===== config.mk =====
export PLATFORM = sky130hd
export DESIGN_NAME = pipe_mem_stage
export DESIGN_NICKNAME = d
export VERILOG_FILES = /design/src/rtl/pipe_mem_stage.sv
export SDC_FILE = /design/constraint.sdc
export NUM_CORES = 1
export LEC_CHECK = 0
export CORE_MARGIN = 8
export CORE_UTILIZATION = 42
export DETAILED_ROUTE_END_ITERATION = 12
export GPL_ROUTABILITY_DRIVEN = 0
export GPL_TIMING_DRIVEN = 0
export PLACE_DENSITY = 0.88
export SLEW_MARGIN = 20
export SYNTH_ARGS = -nofsm -noshare
export SYNTH_HDL_FRONTEND = slang
export SYNTH_SLANG_ARGS = --single-unit

===== constraint.sdc =====
create_clock -name clk -period 2.2 [get_ports clk]
set_input_delay 0.22 -clock clk [delete_from_list [all_inputs] [get_ports clk]]
set_output_delay 0.22 -clock clk [all_outputs]
set_load 0.02 [all_outputs]

===== src/rtl/pipe_mem_stage.sv =====
// pipe_mem_stage: MEM stage of the 5-stage pipeline.
// Holds the EX/MEM latch, runs the data-memory req/ack handshake for loads and
// stores, produces the registered MEM/WB bundle and stalls upstream while a
// memory access is outstanding. A bus timeout forces completion so a dead
// memory cannot hang the CPU.
module pipe_mem_stage #(
  parameter int TIMEOUT = 16
) (
  input  logic        clk,
  input  logic        rst,
  input  logic        evalid,
  input  logic        ewreg,
  input  logic        em2reg,
  input  logic        ewmem,
  input  logic [31:0] ealu,
  input  logic [31:0] eb,
  input  logic [4:0]  eGPR,
  output logic        mem_stall,
  output logic        dm_req,
  output logic        dm_we,
  output logic [31:0] dm_addr,
  output logic [31:0] dm_wdata,
  input  logic        dm_ack,
  input  logic [31:0] dm_rdata,
  output logic        wvalid,
  output logic        wwreg,
  output logic        wm2reg,
  output logic [31:0] wmo,
  output logic [31:0] walu,
  output logic [4:0]  wGPR,
  output logic        bus_err
);

  localparam int CW = (TIMEOUT > 2) ? $clog2(TIMEOUT) : 1;
  localparam logic [CW-1:0] CNT_LAST = CW'(TIMEOUT - 1);

  typedef enum logic {
    IDLE = 1'b0,
    WAIT = 1'b1
  } state_t;

  state_t        state;
  logic [CW-1:0] cnt;

  logic        mvalid;
  logic        mwreg;
  logic        mm2reg;
  logic        mwmem;
  logic [31:0] malu;
  logic [31:0] mb;
  logic [4:0]  mGPR;

  logic          mop;
  logic          is_load;
  logic          timeout;
  logic          done;
  logic [CW-1:0] cnt_eff;

  // Memory handshake and stall decode from the M latch; a load wins over a store
  always_comb begin
    mop       = mvalid & (mm2reg | mwmem);
    is_load   = mvalid & mm2reg;
    dm_req    = mop;
    dm_we     = mwmem & ~mm2reg;
    dm_addr   = {malu[31:2], 2'b00};
    dm_wdata  = mb;
    cnt_eff   = (state == WAIT) ? cnt : '0;
    timeout   = dm_req & ~dm_ack & (cnt_eff == CNT_LAST);
    done      = mop & (dm_ack | timeout);
    mem_stall = mop & ~done;
  end

  // EX/MEM latch: loads every unstalled edge, bubbles carry no control bits
  always_ff @(posedge clk) begin
    if (rst) begin
      mvalid <= 1'b0;
      mwreg  <= 1'b0;
      mm2reg <= 1'b0;
      mwmem  <= 1'b0;
      malu   <= '0;
      mb     <= '0;
      mGPR   <= '0;
    end else if (!mem_stall) begin
      mvalid <= evalid;
      mwreg  <= evalid & ewreg;
      mm2reg <= evalid & em2reg;
      mwmem  <= evalid & ewmem;
      malu   <= ealu;
      mb     <= eb;
      mGPR   <= eGPR;
    end
  end

  // Access FSM and pending-cycle counter; a zero-wait ack never leaves IDLE
  always_ff @(posedge clk) begin
    if (rst) begin
      state <= IDLE;
      cnt   <= '0;
    end else begin
      case (state)
        IDLE: begin
          if (mop && !done) begin
            state <= WAIT;
            cnt   <= cnt_eff + 1'b1;
          end else begin
            cnt <= '0;
          end
        end
        WAIT: begin
          if (!mop || done) begin
            state <= IDLE;
            cnt   <= '0;
          end else begin
            cnt <= cnt_eff + 1'b1;
          end
        end
        default: begin
          state <= IDLE;
          cnt   <= '0;
        end
      endcase
    end
  end

  // MEM/WB register: bubble while stalled so a pending access writes back once
  always_ff @(posedge clk) begin
    if (rst || mem_stall) begin
      wvalid  <= 1'b0;
      wwreg   <= 1'b0;
      wm2reg  <= 1'b0;
      wmo     <= '0;
      walu    <= '0;
      wGPR    <= '0;
      bus_err <= 1'b0;
    end else begin
      wvalid  <= mvalid;
      wwreg   <= mvalid & mwreg;
      wm2reg  <= mm2reg;
      wmo     <= (is_load && dm_ack) ? dm_rdata : 32'h0;
      walu    <= malu;
      wGPR    <= mGPR;
      bus_err <= timeout;
    end
  end

endmodule


After elaboration in Yosys (flattened, before gate mapping)

Cells that the tools add are included.

Output and inout port bits: 140
Flip-flop bits (word level): 151
Bits of input ports: 108
Word-level logic and storage cells: 50

Reduce and logical (&&, ||, !) cells: 7
Equality and inequality tests: 1
Multiplexer cells: 7
Bitwise logic cells: 18
Add/subtract/negate cells: 1

Operators with widths:

| kind                  | number |
|---|---|
| $mux W4               | 3 |
| $and A1 B1 Y1         | 11 |
| $pmux W4 S2           | 1 |
| $not A1 Y1            | 5 |
| $add A4 B1 Y4 const B | 1 |
| $eq A4 B4 Y1 const B  | 1 |
| $logic_and A1 B1 Y1   | 2 |
| $logic_not A1 Y1      | 2 |
| $logic_or A1 B1 Y1    | 2 |
| $mux W1               | 2 |
| $or A1 B1 Y1          | 2 |
| $pmux W1 S2           | 1 |
| $reduce_or A2 Y1      | 1 |

Longest topological paths before layout

Gate-level depths: netlist of run 1.

Word-level depth: 10
Depth in mapped cells: 8
Depth with buffers taken out: 5

Least setup slack after synthesis of run 1

OpenSTA, ideal clock, no wires.

Path kind: reg-to-reg
Start: register state
End: register mwreg
Stages on the path, launching flop included: 7
Arrival: 1,652 ps
Buffers on the path: 1
Library setup time: 59 ps
Setup slack: 489 ps
Cells stage by stage: dfxtp_1 and2_1 ha_1 and4_1 buf_6 nor3_2 a31o_2

Longest elaborated chain between the ends: 7

RTL lines:

| element                  | RTL line | RTL |
|---|---|---|
| start: declaration       | 42       | `state_t state;` |
| start signal: assignment | 97       | `state <= IDLE;` |
| start signal: assignment | 103      | `state <= WAIT;` |
| start signal: assignment | 111      | `state <= IDLE;` |
| $mux W4                  | 67       | `cnt_eff = (state == WAIT) ? cnt : '0;` |
| $eq A4 B4 Y1             | 68       | `timeout = dm_req & ~dm_ack & (cnt_eff == CNT_LAST);` |
| $and A1 B1 Y1            | 68       |  |
| $or A1 B1 Y1             | 69       | `done = mop & (dm_ack \| timeout);` |
| $and A1 B1 Y1            | 69       |  |
| $not A1 Y1               | 70       | `mem_stall = mop & ~done;` |
| $and A1 B1 Y1            | 70       |  |
| named net mem_stall      | 18       | `output logic mem_stall,` |
| end signal: assignment   | 85       | `mwreg <= evalid & ewreg;` |
| end: declaration         | 46       | `logic mwreg;` |

The timed path passes the listed nets, and every way through them passes these cells.
A chain may end at the register's enable or synchronous reset.

Worst setup path after layout of run 1

Start: register state
End: output mem_stall

Longest elaborated chain between the ends: 7

RTL lines:

| element          | RTL line |
|---|---|
| $mux W4          | 67 |
| $eq A4 B4 Y1     | 68 |
| $and A1 B1 Y1    | 68 |
| $or A1 B1 Y1     | 69 |
| $and A1 B1 Y1    | 69 |
| $not A1 Y1       | 70 |
| $and A1 B1 Y1    | 70 |
| end: declaration | 18 |

No other way between the ends.

==> impl_metrics.ini, run 1 <==
[outcome]
outcome = completed

[global_routing]
antenna_found_initial = 0
grt_max_degree = 17
grt_pass1_wl_microns = 30120
gr-total-overflow = 0
grt_use_total = 0.2190
grt_pass1_vias = 5349

[sta]
worstMarginPinSlew_ns = 0.6151
fin_ws_ns = 0.07182
slew-limit-headroom = 0.5900
final-setup-viol-count = 0
max_freq_mhz = 469.9
final_max_slew_viol_count = 0
rsz0062_at_grt = false
fin_crit_ns = 2.128
period_share = 0.9674
clock_skew_ns = 0.01157
hold_viol_final = 0
whs_ns = 0.3616
tns_ns = 0

[placed_design]
hpwl_microns = 13990
numPlacedInstances = 981
postPlaceCellArea_sq_um = 8274
pre_cts_ws_ns = -0.06665
portBuffers = 245

[drt]
remaining_drc_errors = 0
ant_nets = 0
wirelength_microns = 19570
first_pass_iters = 5
vias = 5338
drtIter0Drc = 268
post_drt_via_cell_ratio = 5.269
drt-wirelength-per-cell_microns = 19.32

[synthesis]
yosysWarnings = 0
synthCells = 559
syn_area_per_cell_sq_um = 10.01
async_flop_share = 0
synthSimpleGateAreaFrac = 0.1842
synthAdderAreaFrac = 0.002235
synth_xor_area_frac = 0.003129
synth_cell_types = 32
muxShareOfSynthArea = 0
ys_seq_area_frac = 0.5400
synth_area_sq_um = 5598
synth_compound_area_frac = 0.1741
synth_top_family_by_area = simple AND/OR/NAND/NOR gates
synth_edf_count = 0
yosys_most_used_dff = dfxtp_1
ys_ff_latch = 151

[pwr]
p_leak_nw = 3.320
total_power_mw = 6.809
ir_worst_vdd_mv = 0.4620
power_density_nw_per_um2 = 764.7

[floorplan]
fp.dieH_microns = 131.5
core_sq_um = 13140
ios = 248
start_util = 0.4261
die_w_microns = 131.5
dieArea_sq_um = 17280
rows = 42

[finish]
layout_commonest_cell = clkdlybuf4s50_1
final_cell_mix = clkdlybuf4s50_1 (243), dfxtp_1 (151), and2_1 (74)
layout.cells.non_filler = 1013
area_growth_pct = 59.07
final_cell_area_sq_um = 8905
final-seq-area_sq_um = 3023
drive_above_1_share = 0.1290
final_util = 0.6778
n_antenna_cell = 0
nNetsFinal = 934
nFillCells = 983
multi_input_area_sq_um = 2049

[setup_path]
endpoint_kind = output pin
r2r-start = state$_SDFF_PP0_
crit_path_max_incr_delay_ns = 0.35
setup.worst_path.start = state$_SDFF_PP0_
rr_worst_depth = 7
cp_cell_sequence = and2_1 > ha_1 > and4_1 > buf_6 > nor3_4 > buf_4
cp_max_fo = 8
crit_slowest_cell = dfxtp_1
endpoint = mem_stall
r2r-end = malu[18]$_SDFFE_PP0N_
regToRegSetupSlack_ns = 0.20
cp.required_ns = 1.98
arrival_ns = 1.91
setup.worst_path.start_class = flop
crit_type = reg -> out

[run]
drv_cap = 0

[min_path]
hp-class = in -> reg

[clock_tree]
htreeDepth = 4
ctsRootBufferMaster = clkbuf_16
cts_max_path_buffers = 2
cts_tree = done
cts_sinks = 151
clock_latency_ns = 0.42
cts_buffers = 17
clk_pin_slew_ns = 0.06
power by group:
part | switching, mW | internal, mW
clock | 1.12 | 1.92
combinational | 0.398 | 0.458
sequential | 0.0614 | 2.85
per-layer routing:
layer	routed length, microns	GRT usage	vias up
met5	0	0	-
met4	578	0.1008	0
met3	1458	0.07470	41
met2	9757	0.3719	251
met1	7775	0.2429	2526
li1	-	-	2520
final cells by class:
type                            instances  share of cell area
Clock buffer                           19             0.04974
Sequential cell                       151              0.3395
Multi-Input combinational cell        313              0.2302
Inverter                                3            0.001265
Tap cell                              176             0.02473
Buffer                                 93             0.05887
Timing Repair Buffer                  246              0.2758
Clock inverter                         12             0.01995
worst max-delay path, delay by kind of cell (launching register included):
| kind | cells | cell delay, ns |
|---|---|---|
| adders and majority gates | 1 | 0.23 |
| buffers and inverters | 2 | 0.33 |
| DFF | 1 | 0.35 |
| and+or+nand+nor | 3 | 0.58 |
flip-flops by register name, summed over array words and instances, names as in the netlist:
signal,count
mvalid,1
wvalid,1
wwreg,1
state,1
mm2reg,1
walu,32
bus_err,1
mwreg,1
dm_wdata,32
mwmem,1
mGPR,5
wGPR,5
malu,32
wm2reg,1
wmo,32
cnt,4
worst min-delay path by stage:
stage	from	endpoint	slack [ns]	cells after the start
after floorplan	rst	state$_SDFF_PP0_	0.30	1
after global placement	mGPR[0]$_SDFFE_PP0N_	wGPR[0]$_SDFF_PP0_	0.44	1
after detailed placement	mGPR[0]$_SDFFE_PP0N_	wGPR[0]$_SDFF_PP0_	0.44	1
after CTS	dm_rdata[28]	wmo[28]$_SDFF_PP0_	0.34	2
after global routing	dm_rdata[28]	wmo[28]$_SDFF_PP0_	0.35	2
final	eb[9]	dm_wdata[9]$_SDFFE_PP0N_	0.36	3
cells in the mapped netlist, types with 4 or more instances:
library cell	number	share of area
a21oi_1	69	0.062
and2_1	74	0.083
buf_1	4	0.0027
buf_2	19	0.017
buf_4	32	0.043
clkbuf_1	31	0.021
clkbuf_2	4	0.0036
dfxtp_1	151	0.54
nand2_1	5	0.0034
nand4_1	72	0.080
o31ai_1	61	0.082
o31ai_2	10	0.022
timing repair:
action	in CTS	in global routing
endpoints found under the setup margin	2	1
pin swaps	0	1
hold buffers	0	0
gates resized for setup	7	0
setup buffers	0	1
cells by family (layout without fill, tap and decap cells):
kind of cell | after synthesis | count (layout)
AOI/OAI and AO/OA | 145 | 145
xor gates and xnor gates | 2 | 2
adders and majority gates | 1 | 1
buffers and inverters | 96 | 373
DFF | 151 | 151
other | 1 | 2
and+or+nand+nor | 163 | 163
Note: power is estimated with default switching activity, not from simulation.
==> run 2, diff against run 1 <==
Settings changed: ABC_AREA set to 0.
==> results of run 2 <==
No change in the layout: final DEF, timing and power equal those of run 1.
